--- src/rtl/cpu_controller_if.sv ---
// Control bundle between cpu_controller (master) and the PC/datapath stages (slave).
interface cpu_controller_if #(
   parameter int IMM_W = 16
);
   logic [15:0]      IR;
   logic             loadir;
   logic             incp;
   logic             execb;
   logic             msel;
   logic             mwrite;
   logic [2:0]       cond;
   logic [IMM_W-1:0] sximm8;
   logic [IMM_W-1:0] sximm5;
   logic [2:0]       readnum;
   logic [2:0]       writenum;
   logic             write;
   logic             loada;
   logic             loadb;
   logic             loadc;
   logic             loads;
   logic             asel;
   logic             bsel;
   logic [1:0]       vsel;
   logic [1:0]       ALUop;
   logic [1:0]       shift;
   logic             halted;
   logic             illegal;

   modport master (
      input  IR,
      output loadir, incp, execb, msel, mwrite, cond, sximm8, sximm5,
             readnum, writenum, write, loada, loadb, loadc, loads, asel, bsel,
             vsel, ALUop, shift, halted, illegal
   );

   modport slave (
      output IR,
      input  loadir, incp, execb, msel, mwrite, cond, sximm8, sximm5,
             readnum, writenum, write, loada, loadb, loadc, loads, asel, bsel,
             vsel, ALUop, shift, halted, illegal
   );
endinterface

--- src/rtl/cpu_controller.sv ---
// Moore instruction sequencer for the 16-bit lab CPU; outputs are registered from the next state.
// Optional trap on undefined encodings: define CTRL_ILLEGAL_TRAP_EN.
module cpu_controller #(
   parameter int IMM_W = 16
) (
   input  logic              clk,
   input  logic              reset,
   cpu_controller_if.master  bus
);
   localparam logic [4:0] RST   = 5'd0,  IF1   = 5'd1,  IF2   = 5'd2,  UPDPC = 5'd3;
   localparam logic [4:0] DEC   = 5'd4,  WRIMM = 5'd5,  GETA  = 5'd6,  GETB  = 5'd7;
   localparam logic [4:0] GETBD = 5'd8,  MOVC  = 5'd9,  ALUC  = 5'd10, CMPS  = 5'd11;
   localparam logic [4:0] WRC   = 5'd12, ADDR  = 5'd13, LDRRD = 5'd14, LDRWR = 5'd15;
   localparam logic [4:0] STRWR = 5'd16, BR    = 5'd17, HALT  = 5'd18;

   logic [4:0] state_q, state_d;
   logic [2:0] opc_s;
   logic [1:0] op_s;
   logic is_movi_s, is_movr_s, is_mvn_s, is_add_s, is_and_s, is_cmp_s;
   logic is_ldr_s, is_str_s, is_b_s, is_halt_s;

   logic loadir_q, incp_q, execb_q, msel_q, mwrite_q, write_q;
   logic loada_q, loadb_q, loadc_q, loads_q, asel_q, bsel_q, halted_q;
   logic loadir_d, incp_d, execb_d, msel_d, mwrite_d, write_d;
   logic loada_d, loadb_d, loadc_d, loads_d, asel_d, bsel_d, halted_d;
   logic [2:0] readnum_q, writenum_q, readnum_d, writenum_d;
   logic [1:0] vsel_q, shift_q, vsel_d, shift_d;

   assign opc_s     = bus.IR[15:13];
   assign op_s      = bus.IR[12:11];
   assign is_movi_s = (opc_s == 3'b110) && (op_s == 2'b10);
   assign is_movr_s = (opc_s == 3'b110) && (op_s == 2'b00);
   assign is_mvn_s  = (opc_s == 3'b101) && (op_s == 2'b11);
   assign is_add_s  = (opc_s == 3'b101) && (op_s == 2'b00);
   assign is_and_s  = (opc_s == 3'b101) && (op_s == 2'b10);
   assign is_cmp_s  = (opc_s == 3'b101) && (op_s == 2'b01);
   assign is_ldr_s  = (opc_s == 3'b011) && (op_s == 2'b00);
   assign is_str_s  = (opc_s == 3'b100) && (op_s == 2'b00);
   assign is_b_s    = (opc_s == 3'b001) && (op_s == 2'b00);
   assign is_halt_s = (opc_s == 3'b111);

   assign bus.cond   = bus.IR[10:8];
   assign bus.sximm8 = {{(IMM_W-8){bus.IR[7]}}, bus.IR[7:0]};
   assign bus.sximm5 = {{(IMM_W-5){bus.IR[4]}}, bus.IR[4:0]};
   assign bus.ALUop  = (opc_s == 3'b101) ? op_s : 2'b00;

   // Next-state logic; reset overrides every transition.
   always_comb begin
      state_d = state_q;
      if (reset) begin
         state_d = RST;
      end else begin
         case (state_q)
            RST:   state_d = IF1;
            IF1:   state_d = IF2;
            IF2:   state_d = UPDPC;
            UPDPC: state_d = DEC;
            DEC: begin
               if (is_movi_s) begin
                  state_d = WRIMM;
               end else if (is_movr_s || is_mvn_s) begin
                  state_d = GETB;
               end else if (is_add_s || is_and_s || is_cmp_s || is_ldr_s || is_str_s) begin
                  state_d = GETA;
               end else if (is_b_s) begin
                  state_d = BR;
               end else if (is_halt_s) begin
                  state_d = HALT;
               end else begin
`ifdef CTRL_ILLEGAL_TRAP_EN
                  state_d = HALT;
`else
                  state_d = IF1;
`endif
               end
            end
            GETA:  state_d = (is_ldr_s || is_str_s) ? ADDR : GETB;
            GETB: begin
               if (is_movr_s || is_mvn_s) begin
                  state_d = MOVC;
               end else if (is_cmp_s) begin
                  state_d = CMPS;
               end else begin
                  state_d = ALUC;
               end
            end
            ADDR:  state_d = is_str_s ? GETBD : LDRRD;
            GETBD: state_d = STRWR;
            MOVC:  state_d = WRC;
            ALUC:  state_d = WRC;
            LDRRD: state_d = LDRWR;
            WRIMM, WRC, CMPS, LDRWR, STRWR, BR: state_d = IF1;
            HALT:  state_d = HALT;
            default: state_d = RST;
         endcase
      end
   end

   // Output decode of the upcoming state, so the registered outputs line up with state_q.
   always_comb begin
      loadir_d = 1'b0; incp_d = 1'b0; execb_d = 1'b0; msel_d = 1'b0; mwrite_d = 1'b0;
      write_d = 1'b0; loada_d = 1'b0; loadb_d = 1'b0; loadc_d = 1'b0; loads_d = 1'b0;
      asel_d = 1'b0; bsel_d = 1'b0; halted_d = 1'b0;
      readnum_d = 3'd0; writenum_d = 3'd0; vsel_d = 2'b00; shift_d = 2'b00;
      case (state_d)
         IF2:   loadir_d = 1'b1;
         UPDPC: incp_d = 1'b1;
         WRIMM: begin write_d = 1'b1; vsel_d = 2'b10; writenum_d = bus.IR[10:8]; end
         GETA:  begin loada_d = 1'b1; readnum_d = bus.IR[10:8]; end
         GETB:  begin loadb_d = 1'b1; readnum_d = bus.IR[2:0]; shift_d = bus.IR[4:3]; end
         GETBD: begin loadb_d = 1'b1; readnum_d = bus.IR[7:5]; end
         MOVC:  begin asel_d = 1'b1; loadc_d = 1'b1; shift_d = bus.IR[4:3]; end
         ALUC:  begin loadc_d = 1'b1; shift_d = bus.IR[4:3]; end
         CMPS:  begin loads_d = 1'b1; shift_d = bus.IR[4:3]; end
         WRC:   begin write_d = 1'b1; writenum_d = bus.IR[7:5]; end
         ADDR:  begin bsel_d = 1'b1; loadc_d = 1'b1; end
         LDRRD: msel_d = 1'b1;
         LDRWR: begin msel_d = 1'b1; write_d = 1'b1; vsel_d = 2'b11; writenum_d = bus.IR[7:5]; end
         STRWR: begin msel_d = 1'b1; mwrite_d = 1'b1; end
         BR:    execb_d = 1'b1;
         HALT:  halted_d = 1'b1;
         default: halted_d = 1'b0;
      endcase
   end

   // State and control output registers.
   always_ff @(posedge clk) begin
      state_q    <= state_d;
      loadir_q   <= loadir_d;  incp_q  <= incp_d;  execb_q  <= execb_d;
      msel_q     <= msel_d;    mwrite_q <= mwrite_d; write_q <= write_d;
      loada_q    <= loada_d;   loadb_q <= loadb_d; loadc_q  <= loadc_d;
      loads_q    <= loads_d;   asel_q  <= asel_d;  bsel_q   <= bsel_d;
      halted_q   <= halted_d;  readnum_q <= readnum_d; writenum_q <= writenum_d;
      vsel_q     <= vsel_d;    shift_q <= shift_d;
   end

   assign bus.loadir = loadir_q;  assign bus.incp   = incp_q;   assign bus.execb = execb_q;
   assign bus.msel   = msel_q;    assign bus.mwrite = mwrite_q; assign bus.write = write_q;
   assign bus.loada  = loada_q;   assign bus.loadb  = loadb_q;  assign bus.loadc = loadc_q;
   assign bus.loads  = loads_q;   assign bus.asel   = asel_q;   assign bus.bsel  = bsel_q;
   assign bus.halted = halted_q;  assign bus.readnum = readnum_q;
   assign bus.writenum = writenum_q; assign bus.vsel = vsel_q;  assign bus.shift = shift_q;

`ifdef CTRL_ILLEGAL_TRAP_EN
   logic illegal_q, illegal_d, undef_s;

   assign undef_s = !(is_movi_s || is_movr_s || is_mvn_s || is_add_s || is_and_s || is_cmp_s ||
                      is_ldr_s || is_str_s || is_b_s || is_halt_s);

   // Sticky trap flag, cleared only by reset.
   always_comb begin
      illegal_d = illegal_q;
      if (reset) begin
         illegal_d = 1'b0;
      end else if ((state_q == DEC) && undef_s) begin
         illegal_d = 1'b1;
      end else begin
         illegal_d = illegal_q;
      end
   end

   // Trap flag register.
   always_ff @(posedge clk) begin
      illegal_q <= illegal_d;
   end

   assign bus.illegal = illegal_q;
`else
   assign bus.illegal = 1'b0;
`endif
endmodule

--- src/flat_wrapper.sv ---
// flat-port wrapper written by rule: the top's interface ports become plain ports
module cpu_controller_flat 
#(
   parameter int IMM_W = 16
)
  (clk, reset, bus_IR, bus_loadir, bus_incp, bus_execb, bus_msel, bus_mwrite, bus_cond, bus_sximm8, bus_sximm5, bus_readnum, bus_writenum, bus_write, bus_loada, bus_loadb, bus_loadc, bus_loads, bus_asel, bus_bsel, bus_vsel, bus_ALUop, bus_shift, bus_halted, bus_illegal);
  cpu_controller_if #(.IMM_W(IMM_W)) bus_i ();
  input  logic clk;
  input  logic reset;
  input wire logic [$bits(bus_i.IR)-1:0] bus_IR;
  output wire logic [$bits(bus_i.loadir)-1:0] bus_loadir;
  output wire logic [$bits(bus_i.incp)-1:0] bus_incp;
  output wire logic [$bits(bus_i.execb)-1:0] bus_execb;
  output wire logic [$bits(bus_i.msel)-1:0] bus_msel;
  output wire logic [$bits(bus_i.mwrite)-1:0] bus_mwrite;
  output wire logic [$bits(bus_i.cond)-1:0] bus_cond;
  output wire logic [$bits(bus_i.sximm8)-1:0] bus_sximm8;
  output wire logic [$bits(bus_i.sximm5)-1:0] bus_sximm5;
  output wire logic [$bits(bus_i.readnum)-1:0] bus_readnum;
  output wire logic [$bits(bus_i.writenum)-1:0] bus_writenum;
  output wire logic [$bits(bus_i.write)-1:0] bus_write;
  output wire logic [$bits(bus_i.loada)-1:0] bus_loada;
  output wire logic [$bits(bus_i.loadb)-1:0] bus_loadb;
  output wire logic [$bits(bus_i.loadc)-1:0] bus_loadc;
  output wire logic [$bits(bus_i.loads)-1:0] bus_loads;
  output wire logic [$bits(bus_i.asel)-1:0] bus_asel;
  output wire logic [$bits(bus_i.bsel)-1:0] bus_bsel;
  output wire logic [$bits(bus_i.vsel)-1:0] bus_vsel;
  output wire logic [$bits(bus_i.ALUop)-1:0] bus_ALUop;
  output wire logic [$bits(bus_i.shift)-1:0] bus_shift;
  output wire logic [$bits(bus_i.halted)-1:0] bus_halted;
  output wire logic [$bits(bus_i.illegal)-1:0] bus_illegal;
  assign bus_i.IR = bus_IR;
  assign bus_loadir = bus_i.loadir;
  assign bus_incp = bus_i.incp;
  assign bus_execb = bus_i.execb;
  assign bus_msel = bus_i.msel;
  assign bus_mwrite = bus_i.mwrite;
  assign bus_cond = bus_i.cond;
  assign bus_sximm8 = bus_i.sximm8;
  assign bus_sximm5 = bus_i.sximm5;
  assign bus_readnum = bus_i.readnum;
  assign bus_writenum = bus_i.writenum;
  assign bus_write = bus_i.write;
  assign bus_loada = bus_i.loada;
  assign bus_loadb = bus_i.loadb;
  assign bus_loadc = bus_i.loadc;
  assign bus_loads = bus_i.loads;
  assign bus_asel = bus_i.asel;
  assign bus_bsel = bus_i.bsel;
  assign bus_vsel = bus_i.vsel;
  assign bus_ALUop = bus_i.ALUop;
  assign bus_shift = bus_i.shift;
  assign bus_halted = bus_i.halted;
  assign bus_illegal = bus_i.illegal;
  cpu_controller #(.IMM_W(IMM_W)) u_core (.clk(clk), .reset(reset), .bus(bus_i));
endmodule
--- config.mk ---
export PLATFORM = sky130hd
export DESIGN_NAME = cpu_controller_flat
export DESIGN_NICKNAME = d
export VERILOG_FILES = /design/src/rtl/cpu_controller_if.sv /design/src/rtl/cpu_controller.sv /design/src/flat_wrapper.sv
export SDC_FILE = /design/constraint.sdc
export NUM_CORES = 1
export LEC_CHECK = 0
export BUFFER_PORTS_ARGS = -buffer_cell sky130_fd_sc_hd__buf_4
export CORE_ASPECT_RATIO = 0.8
export CORE_MARGIN = 1.5
export CORE_UTILIZATION = 50
export CTS_BUF_LIST = sky130_fd_sc_hd__clkbuf_4 sky130_fd_sc_hd__clkbuf_8 sky130_fd_sc_hd__clkbuf_16
export CTS_CLUSTER_SIZE = 40
export DETAILED_ROUTE_END_ITERATION = 10
export PLACE_DENSITY = 0.9
export SETUP_SLACK_MARGIN = 0.2
export SYNTH_ARGS = -nofsm -noshare
export SYNTH_HDL_FRONTEND = slang
export SYNTH_SLANG_ARGS = --single-unit
--- constraint.sdc ---
create_clock -name clk -period 3.8 [get_ports clk]
set_input_delay 0.19 -clock clk [delete_from_list [all_inputs] [get_ports clk]]
set_output_delay 0.19 -clock clk [all_outputs]
set_load 0.02 [all_outputs]
# Word-level counts from Yosys, hierarchy flattened
# Index checks and enable logic that the tools add are counted.
[word_totals] wordCells=114 latchBits=0 inputBits=18 romBits=0 regBits=28 ram_bits=0 output_inout_bits=61 mem_count=0
[classes] addsub=0 n_lt_le_gt_ge=0 shifts=0 eq_ne=43 mul=0 bitwise=0 mux=28 n_reduce_logical=25 div_mod_pow=0
[ops] operator="equality test 5 x 4 -> 1 bit (second input constant)" count=16
[ops] operator="one-hot mux 5 bit (12 select lines)" count=1
[ops] operator="equality test 5 x 3 -> 1 bit (second input constant)" count=7
[ops] operator="2-to-1 mux 5 bit" count=7
[ops] operator="equality test 5 bit (second input constant)" count=6
[ops] operator="equality test 5 x 2 -> 1 bit (second input constant)" count=4
[ops] operator="2-to-1 mux 1 bit" count=14
[ops] operator="equality test 3 bit (second input constant)" count=4
[ops] operator="logical AND 1 bit" count=9
[ops] operator="one-hot mux 3 bit (3 select lines)" count=1
[ops] operator="OR reduction 3 bit" count=3
[ops] operator="OR reduction 7 bit" count=1
[ops] operator="logical OR 1 bit" count=6
[ops] operator="one-hot mux 3 bit (2 select lines)" count=1
[ops] operator="OR reduction 2 bit" count=3
[ops] operator="equality test 5 x 1 -> 1 bit (second input constant)" count=1
[ops] operator="zero test 5 bit" count=1
[ops] operator="equality test 2 bit (second input constant)" count=2
[ops] operator="2-to-1 mux 4 bit" count=1
[ops] operator="one-hot mux 2 bit (2 select lines)" count=1
[ops] operator="OR reduction 4 bit" count=1
[ops] operator="equality test 3 x 1 -> 1 bit (second input constant)" count=1
[ops] operator="equality test 3 x 2 -> 1 bit (second input constant)" count=1
[ops] operator="2-to-1 mux 3 bit" count=1
[ops] operator="3 further kinds" count=3

# Logic depth before layout (Yosys ltp)
# Gate-level depths: netlist of the first run.
[logic_depth] ltp_word=14 ltp_mapped=9 ltp_nobuf=8

# Worst setup path before layout of the first run
# Ideal clock, no wire load.
[synth_path] path_type="input port to flip-flop" start="input bus_IR[11]" end="register u_core.write_q (netlist: u_core.bus.write)" slack_ns=1.793 t_arrival_ns=1.887 cell_stages=7 n_path_buf=1 setup_ns=0.120 t_required_ns=3.680 cell_sequence="buf_6 or4b_4 a311oi_4 nand2b_1 inv_2 and3_1 or2_1"
[synth_via] elab_chain_len=14 word_cells_on_any_way=34 cone_classes="6 x eq/ne; 11 x mux; 17 x reduce/logical"
[synth_rtl] item="from (decl)" line="flat_wrapper.sv:10" source="input wire logic [$bits(bus_i.IR)-1:0] bus_IR;"
[synth_rtl] item="equality test 2 bit / zero test 2 bit (equally long branches)"
[synth_rtl] item="logical AND 1 bit, on equally long branches" line="cpu_controller.sv:35, cpu_controller.sv:34"
[synth_rtl] item="logical OR 1 bit (4 in a row)" line="cpu_controller.sv:63" source="end else if (is_add_s || is_and_s || is_cmp_s || is_ldr_s || is_str_s) begin"
[synth_rtl] item="2-to-1 mux 5 bit" line="cpu_controller.sv:63"
[synth_rtl] item="2-to-1 mux 5 bit" line="cpu_controller.sv:61" source="end else if (is_movr_s || is_mvn_s) begin"
[synth_rtl] item="2-to-1 mux 5 bit" line="cpu_controller.sv:59" source="if (is_movi_s) begin"
[synth_rtl] item="one-hot mux 5 bit (12 select lines) (*)" line="cpu_controller.sv:53" source="case (state_q)"
[synth_rtl] item="2-to-1 mux 5 bit (*)" line="cpu_controller.sv:50" source="if (reset) begin"
[synth_rtl] item="net u_core.state_d[0]" line="cpu_controller.sv:16" source="logic [4:0] state_q, state_d;"
[synth_rtl] item="equality test 5 x 4 -> 1 bit / equality test 5 x 3 -> 1 bit (equally long branches)" line="cpu_controller.sv:105" source="case (state_d)"
[synth_rtl] item="OR reduction 3 bit (no line) (*)"
[synth_rtl] item="2-to-1 mux 1 bit (*)" line="cpu_controller.sv:105"
[synth_rtl] item="net u_core.write_d" line="cpu_controller.sv:24" source="logic loadir_d, incp_d, execb_d, msel_d, mwrite_d, write_d;"
[synth_rtl] item="to (signal assigned)" line="cpu_controller.sv:130" source="msel_q <= msel_d; mwrite_q <= mwrite_d; write_q <= write_d;"
[synth_rtl] item="to (decl)" line="cpu_controller.sv:22" source="logic loadir_q, incp_q, execb_q, msel_q, mwrite_q, write_q;"
# The timed path passes the listed nets; every way through them passes the cells marked *.
# A chain may end at the register's enable or synchronous reset.

# Worst setup path in the final report of the first run
[layout_path] start="register u_core.state_q[1]" end="register u_core.write_q (netlist: u_core.bus.write)"
[layout_via] elab_chain_len=7 word_cells_on_any_way=28 cone_classes="21 x eq/ne; 3 x mux; 4 x reduce/logical"
[layout_rtl] item="from (decl)" line="cpu_controller.sv:16"
[layout_rtl] item="from (signal assigned)" line="cpu_controller.sv:128" source="state_q <= state_d;"
[layout_rtl] item="equality test 5 x 3 -> 1 bit (tied with other cells)" line="cpu_controller.sv:53"
[layout_rtl] item="OR reduction 7 bit (no line) / OR reduction 2 bit (equally long branches)"
[layout_rtl] item="one-hot mux 5 bit (12 select lines) (*)" line="cpu_controller.sv:53"
[layout_rtl] item="2-to-1 mux 5 bit (*)" line="cpu_controller.sv:50"
[layout_rtl] item="net u_core.state_d[0]" line="cpu_controller.sv:16"
[layout_rtl] item="equality test 5 x 4 -> 1 bit / equality test 5 x 3 -> 1 bit (equally long branches)" line="cpu_controller.sv:105"
[layout_rtl] item="OR reduction 3 bit (no line) (*)"
[layout_rtl] item="2-to-1 mux 1 bit (*)" line="cpu_controller.sv:105"
[layout_rtl] item="net u_core.write_d" line="cpu_controller.sv:24"
# Marked as above.

==> results of run 1 <==
==> area by class of cell <==
cell class              count  area share, %
multi-input cells         128           38.9
repair buffers             77           27.5
flip-flops and latches     28           26.6
well taps                  40           2.38
clock buffers               3           1.96
clock inverters             1           1.43
inverters                   7           1.25
==> metrics by stage <==
step                      std cells  hold slack, ns  cell area [um2]  power, uW
after global placement          280           0.414             2030       1050
after CTS                       284           0.124             2100       1300
after detailed placement        280           0.418             2030       1060
final                           284           0.127             2100       1310
after floorplan                 211           0.269             1750        946
after global routing            284           0.118             2100       1380
==> cell families after synthesis <==
family	Yosys count
flip-flops	28
buffers and inverters	55
AND/OR/NAND/NOR	79
AO/OA/AOI/OAI	48
other	1
==> layer usage <==
metal | track usage [%] | up-vias
li1 | - | 760
met1 | 27.9 | 679
met2 | 30.2 | 84
met3 | 5.07 | 5
met4 | 5.04 | 0
met5 | 0 | -
==> registers in the layout, indices dropped and copies added, names as in the netlist <==
name,cells
u_core.state_q,5
u_core.bus.readnum,3
u_core.bus.writenum,3
u_core.bus.shift,2
u_core.bus.vsel,2
u_core.bus.asel,1
u_core.bus.bsel,1
u_core.bus.execb,1
u_core.bus.halted,1
u_core.bus.incp,1
u_core.bus.loada,1
u_core.bus.loadb,1
u_core.bus.loadc,1
u_core.bus.loadir,1
u_core.bus.loads,1
u_core.bus.msel,1
u_core.bus.mwrite,1
u_core.bus.write,1
==> critical path: stages, from the launching register on <==
cell                       delay [ns]
sky130_fd_sc_hd__dfxtp_1         0.44
sky130_fd_sc_hd__nor2b_1         0.23
sky130_fd_sc_hd__nor3_1          0.21
sky130_fd_sc_hd__nor3_1          0.11
sky130_fd_sc_hd__a311oi_4        0.68
sky130_fd_sc_hd__nand2b_1        0.28
sky130_fd_sc_hd__inv_2           0.06
sky130_fd_sc_hd__and3_1          0.19
sky130_fd_sc_hd__or2_1           0.21
==> power by group <==
group	leakage [uW]	switching [uW]	internal (uW)
clock network	0.0000357	93.4	141
registers	0.000227	66.0	344
logic	0.000692	407	255
total	0.000955	567	740
==> path summary, 6_finish.rpt <==
| check | startpoint | depth (start not counted) | endpoint | slack [ns] |
|---|---|---|---|---|
| worst min register to register | u_core.state_q[4]$_DFF_P_ | 2 | u_core.state_q[2]$_DFF_P_ | 0.89 |
| worst max register to register | u_core.state_q[1]$_DFF_P_ | 8 | u_core.bus.write$_DFF_P_ | 1.30 |
| worst max-delay path | u_core.state_q[1]$_DFF_P_ | 8 | u_core.bus.write$_DFF_P_ | 1.30 |
| worst min-delay path | bus_IR[5] | 2 | u_core.bus.readnum[0]$_DFF_P_ | 0.13 |
==> cell usage in the layout, fill, tap and decap left out, types with 4 or more instances in the layout <==
| master | count |
|---|---|
| sky130_fd_sc_hd__buf_4 | 77 |
| sky130_fd_sc_hd__dfxtp_1 | 28 |
| sky130_fd_sc_hd__nor2_1 | 19 |
| sky130_fd_sc_hd__nand2_1 | 15 |
| sky130_fd_sc_hd__a21oi_1 | 13 |
| sky130_fd_sc_hd__nand2b_1 | 8 |
| sky130_fd_sc_hd__nor2b_1 | 7 |
| sky130_fd_sc_hd__inv_1 | 6 |
| sky130_fd_sc_hd__o21ai_0 | 6 |
| sky130_fd_sc_hd__and3_1 | 5 |
| sky130_fd_sc_hd__a22o_1 | 4 |
==> Flow_metrics.wiki, run 1 <==
{| class="wikitable"
! Metric !! Value
|-
| Run status || finished clean
|-
| Number of warnings printed during yosys synthesis || 0
|-
| Endpoints failing setup || 0
|-
| WL met1 || 1780 um
|-
| Met2 wire length || 1770 um
|-
| Post-Synth Simple-Gate Area || 25.9%
|-
| Vert. Die Dim || 55.9 um
|-
| Max-capacitance violation count || 0
|-
| Number of cells produced by synthesis || 211
|-
| Areal power density over the cells || 621 mW/mm2
|-
| Clock tree from TritonCTS || done
|-
| Overall global routing resource usage || 19.8%
|-
| Count of antenna diodes in the layout || 0
|-
| Clk sink count || 28
|-
| Final worst-path setup slack || 1.30 ns
|-
| Router iterations before antenna repair || 5
|-
| # fillers || 260
|-
| Unrepaired setup endpoints after global routing || false
|-
| Number of flip-flops and latches in the synthesized netlist || 28
|-
| Multiplexer fraction of the synthesized cell area || 0%
|-
| Maximum number of pins on one net before global-route repair || 17
|-
| Final routed wirelength across all metal layers || 3930 um
|-
| Leading register cell type out of synthesis || sky130_fd_sc_hd__dfxtp_1
|-
| Slew Limit Headroom || 47.8%
|-
| Combinational family with the most area after synthesis || simple AND/OR/NAND/NOR gates
|-
| Compound-Gate Fraction of Synth Area || 20.7%
|-
| Share of post-route cells with drive strength above 1 || 38.9%
|-
| Total negative slack for setup checks || 0 ns
|-
| Total number of vias || 1528
|-
| Final design utilization || 65.8%
|-
| Peak supply drop || 0.350 mV
|-
| Post-detailed-placement half-perimeter wirelength || 2880 um
|-
| Count of input and output buffers || 77
|-
| Post-synth cell types || 54
|-
| Number of setup buffers added after CTS || 0
|-
| Fmax || 400 MHz
|-
| Place WS || 1.24 ns
|-
| Adder-cell area share of the yosys netlist || 0%
|-
| Count of flip-flops with a built-in enable after synthesis || 0
|-
| Hold buffers post-CTS || 0
|-
| Site Rows || 18
|-
| Number of antenna violations at the first check in global routing || 0
|-
| Clock-pin slew on the worst setup and hold paths || 0.10 ns
|-
| Vias in the first global route || 1316
|-
| Cell taking the most area after synthesis || sky130_fd_sc_hd__dfxtp_1
|-
| Leak Pwr || 0.000955 uW
|-
| Synthesis-to-layout area growth || 20.5%
|-
| I/O pin count || 79
|-
| Number of clock buffers inserted by TritonCTS || 3
|-
| Horizontal die dimension || 69.1 um
|-
| Die Outline Area || 0.00386 mm2
|-
| Most instantiated library cell after synthesis || sky130_fd_sc_hd__buf_4
|-
| Worst hold path type || in2reg
|-
| First-pass GRT wire length || 6310 um
|-
| Syn avg cell area || 8.28 um2
|-
| Detailed-route vias per instance || 5.38
|-
| Async set-reset flop share out of synthesis || 0%
|-
| Skew final || 0.00915 ns
|-
| Kind of start point of the critical path || flip-flop
|-
| Total nets after synthesis || 229
|-
| Largest fanout of any net on the critical path || 16
|-
| Nets@finish || 263
|-
| Critical path data required time || 3.98 ns
|-
| Critical Path Sink Type || flip-flop
|-
| CTS Root Cell || sky130_fd_sc_hd__clkbuf_8
|-
| Final global-route overflow total || 0
|-
| XOR/XNOR share of the synthesized area || 0%
|-
| WL/cell || 13.8 um
|-
| Netlist area before placement || 0.00175 mm2
|-
| Startpoint-to-endpoint class of the critical path || reg2reg
|-
| PostCTS Resize Cnt || 0
|-
| Starting Density || 54.6%
|-
| Drt first-iter violations || 146
|-
| Top cells by area, synth || sky130_fd_sc_hd__dfxtp_1 (32%), sky130_fd_sc_hd__buf_4 (15%), sky130_fd_sc_hd__nor2_1 (4.1%), sky130_fd_sc_hd__a21oi_1 (3.7%), sky130_fd_sc_hd__nand2_1 (3.2%)
|-
| Share of the yosys chip area belonging to registers || 32.1%
|-
| Routability congestion estimate from global placement || 0.900
|-
| CTS Buffer Depth || 2
|-
| Core Area || 0.00320 mm2
|-
| Drt drc || 0
|-
| Slew at the pin closest to its max-slew limit || 0.781 ns
|-
| Ratio of final minimum period to clock period || 65.8%
|-
| Footprint of the multi-input gates || 818 um2
|-
| Fin crit period || 2.50 ns
|-
| Hold violation total from the final report || 0
|-
| Top post-synthesis cells by count || sky130_fd_sc_hd__buf_4 (36), sky130_fd_sc_hd__dfxtp_1 (28), sky130_fd_sc_hd__nor2_1 (19)
|-
| Arrival time at the worst endpoint || 2.68 ns
|-
| Top Metal Used || met4
|-
| Proportion of netlist area held by the largest area contributor || 32.1%
|-
| Sequential cell area in the final layout || 561 um2
|-
| Htree depth || 1
|-
| WL met3 || 348 um
|-
| Clock latency on the worst-skew pair || 0.28 ns
|-
| Count of pins over their slew limit || 0
|-
| Antenna Violating Nets Remaining || 0
|}
Power figures use the tool's default switching activity.
==> inputs of run 2 (changes only) <==
Settings changed: ABC_AREA from default to 1, CORE_UTILIZATION 50 to 42, PLACE_DENSITY 0.9 to 0.82.
Clock period 3.8 ns to 2 ns, I/O delays scaled along.
==> run 2 against run 1 <==
Wire length up 22%. Global-route usage is 2.6 points lower. First-iteration DRC count unchanged.
==> Flow_metrics.wiki, run 2 <==
{| class="wikitable"
! Metric !! Value
|-
| Critical Path Sink Type || flip-flop
|-
| Number of warnings printed during yosys synthesis || 0
|-
| Register-to-Register Path Depth || 11
|-
| Origin of the worst setup path || u_core.state_q[4]$_DFF_P_
|-
| Nets@finish || 324
|-
| Overall global routing resource usage || 17.3%
|-
| Htree depth || 1
|-
| Horizontal die dimension || 74.3 um
|-
| Die Outline Area || 0.00446 mm2
|-
| Core Area || 0.00385 mm2
|-
| Grt met3 use || 4.72%
|-
| CTS Buffer Depth || 2
|-
| Destination of the worst hold path || u_core.bus.shift[0]$_SDFF_PN0_
|-
| Flip-flop count of the largest register after layout || 5
|-
| # fillers || 339
|-
| Routing usage on met2 || 26.8%
|-
| Count of flip-flops with a built-in enable after synthesis || 0
|-
| Fmax || 550 MHz
|-
| Share of the yosys chip area belonging to registers || 32.8%
|-
| Chain of cells forming the critical path || inv_6 -> nand3_4 -> nor3_4 -> nand3_2 -> nand2_2 -> nand2_4 -> nor2_4 -> nand2_4 -> nand2_2 -> nand2_1 -> nand2_1
|-
| Number of flip-flops and latches in the synthesized netlist || 28
|-
| Netlist area before placement || 0.00171 mm2
|-
| Fin crit period || 1.82 ns
|-
| Leading cell types in the layout, fill and taps excluded || sky130_fd_sc_hd__buf_4 (87), sky130_fd_sc_hd__nand2_1 (52), sky130_fd_sc_hd__nand3_1 (25)
|-
| I/O pin count || 79
|-
| Finished Layout Cells || 360
|-
| Kind of start point of the critical path || flip-flop
|-
| Drt first-iter violations || 146
|-
| Ratio of final minimum period to clock period || 90.8%
|-
| Global routing's busiest layer || met2
|-
| Count of antenna diodes in the layout || 0
|-
| Share of post-route cells with drive strength above 1 || 50.8%
|-
| Startpoint-to-endpoint class of the critical path || reg2reg
|-
| Crit-path max cell delay || 0.38 ns
|-
| Cell taking the most area after synthesis || sky130_fd_sc_hd__dfxtp_1
|-
| Worst hold start || bus_IR[3]
|-
| Leading register cell type out of synthesis || sky130_fd_sc_hd__dfxtp_1
|-
| Count of input and output buffers || 77
|-
| Proportion of netlist area held by the largest area contributor || 32.8%
|-
| Detailed-route vias per instance || 4.86
|-
| Peak supply drop || 0.574 mV
|-
| Hold violation total from the final report || 0
|-
| Post-detailed-placement half-perimeter wirelength || 3040 um
|-
| Top cells by area, synth || sky130_fd_sc_hd__dfxtp_1 (33%), sky130_fd_sc_hd__buf_4 (17%), sky130_fd_sc_hd__nand2_1 (14%), sky130_fd_sc_hd__nand3_1 (8.2%), sky130_fd_sc_hd__nor2_1 (6.2%)
|-
| Vias in the first global route || 1419
|-
| Maximum number of pins on one net before global-route repair || 17
|-
| Total nets after synthesis || 269
|-
| Leak Pwr || 0.00129 uW
|-
| Routability congestion estimate from global placement || 0.878
|-
| Top post-synthesis cells by count || sky130_fd_sc_hd__nand2_1 (62), sky130_fd_sc_hd__buf_4 (38), sky130_fd_sc_hd__dfxtp_1 (28), sky130_fd_sc_hd__nand3_1 (28), sky130_fd_sc_hd__nor2_1 (28)
|-
| Syn avg cell area || 6.80 um2
|-
| Master of the slowest instance on the critical path || sky130_fd_sc_hd__dfxtp_4
|-
| Skew final || 0.00571 ns
|-
| Most instantiated library cell after synthesis || sky130_fd_sc_hd__nand2_1
|-
| Async set-reset flop share out of synthesis || 0%
|-
| Synthesis-to-layout area growth || 41.2%
|-
| Clock-pin slew on the worst setup and hold paths || 0.10 ns
|-
| Number of antenna violations at the first check in global routing || 0
|-
| Count of pins over their slew limit || 0
|-
| Starting Density || 44.3%
|-
| Reg2Reg Launch Point || u_core.state_q[4]$_DFF_P_
|-
| Most common library cell in the layout ignoring fill and taps || sky130_fd_sc_hd__buf_4
|-
| Largest fanout of any net on the critical path || 7
|-
| Vert. Die Dim || 60.0 um
|-
| Arrival time at the worst endpoint || 2.04 ns
|-
| WL/cell || 13.3 um
|-
| Router iterations before antenna repair || 5
|-
| Most flop-heavy register || u_core.state_q
|-
| Placed insts || 345
|-
| R2r setup slk || 0.18 ns
|-
| Antenna Violating Nets Remaining || 0
|-
| Total negative slack for setup checks || 0 ns
|-
| Areal power density over the cells || 755 mW/mm2
|-
| Met1 GRT Util || 24.0%
|-
| Post-synth cell types || 23
|-
| Max-capacitance violation count || 0
|-
| First-pass GRT wire length || 5950 um
|-
| Number of clock buffers inserted by TritonCTS || 3
|-
| Unrepaired setup endpoints after global routing || true
|-
| Final global-route overflow total || 0
|-
| Clock tree from TritonCTS || done
|-
| Drt drc || 0
|-
| Endpoints failing setup || 0
|-
| Clock latency on the worst-skew pair || 0.28 ns
|-
| Total number of vias || 1750
|-
| Critical path data required time || 2.22 ns
|-
| Worst hold path type || in2reg
|-
| Run status || finished clean
|-
| Number of cells produced by synthesis || 251
|-
| CTS Root Cell || sky130_fd_sc_hd__clkbuf_8
|-
| Capture instance of the worst register-to-register path || u_core.bus.writenum[1]$_DFF_P_
|-
| Final routed wirelength across all metal layers || 4790 um
|-
| Clk sink count || 28
|-
| Cell depth of the worst min-delay path || 3
|-
| Site Rows || 20
|}
[run 2: worst max-delay path, delay by kind of cell, from the launching register on]
kind | cells | cell delay (ns)
buffers and inverters | 1 | 0.08
DFF | 1 | 0.38
and+or+nand+nor | 10 | 1.28
[run 2: repair_timing]
action	in CTS	in global routing
setup endpoints to repair	5	18
hold buffers	1	0
resized for setup	2	48
hold endpoints to repair	1	0
pin swaps	0	22
setup buffers	0	10
[run 2: cells by family (layout without fill, tap and decap cells)]
kind of cell | count (synthesis) | count (layout) | share of synthesized area [%]
other | 1 | 1 | 0.220
AND/OR/NAND/NOR | 146 | 146 | 40.8
flip-flops | 28 | 28 | 32.8
AO/OA/AOI/OAI | 7 | 7 | 2.56
buffers and inverters | 69 | 123 | 23.6
[run 2: through the flow]
stage	instance area, um2	power [uW]	utilization (%)	setup slack (ns)	hold slack [ns]
6_report	2410	1820	62.6	0.183	0.0446
5_1_grt	2410	1910	62.6	0.0756	0.0516
4_1_cts	2160	1630	55.9	0.206	0.0341
3_5_place_dp	2070	1190	53.8	0.163	0.301
3_3_place_gp	2070	1180	53.8	0.172	0.301
2_1_floorplan	1710	1060	-	0.480	0.174
[run 2: report_power, final]
part	switching [uW]	leakage (uW)	internal, uW
Sequential	53.7	0.000230	595
Clock	180	0.0000357	268
Combinational	452	0.00102	272
[run 2: worst max path at each step]
| stage | endpoint | slack, ns |
|---|---|---|
| after floorplan | u_core.bus.readnum[0]$_DFF_P_ | 0.48 |
| after global placement | u_core.bus.shift[1]$_SDFF_PN0_ | 0.17 |
| after detailed placement | u_core.bus.readnum[0]$_DFF_P_ | 0.16 |
| after CTS | u_core.bus.readnum[0]$_DFF_P_ | 0.21 |
| after global routing | u_core.bus.writenum[2]$_DFF_P_ | 0.08 |
| final | u_core.bus.writenum[1]$_DFF_P_ | 0.18 |
[run 2: cell type report]
class                      instances  area [um2]  area share [%]
clock inverter                     1        30.0            1.25
multi-input combinational        154         888            36.8
clock buffer                       3        41.3            1.71
sequential                        28         579            24.0
tap                               55        68.8            2.85
inverter                          30         120            4.98
timing repair buffer              89         683            28.3
[run 2: per-layer routing]
metal,routed length (um),vias to the layer above
met5,0,-
li1,-,845
met4,135,0
met3,385,16
met2,2320,98
met1,1950,791
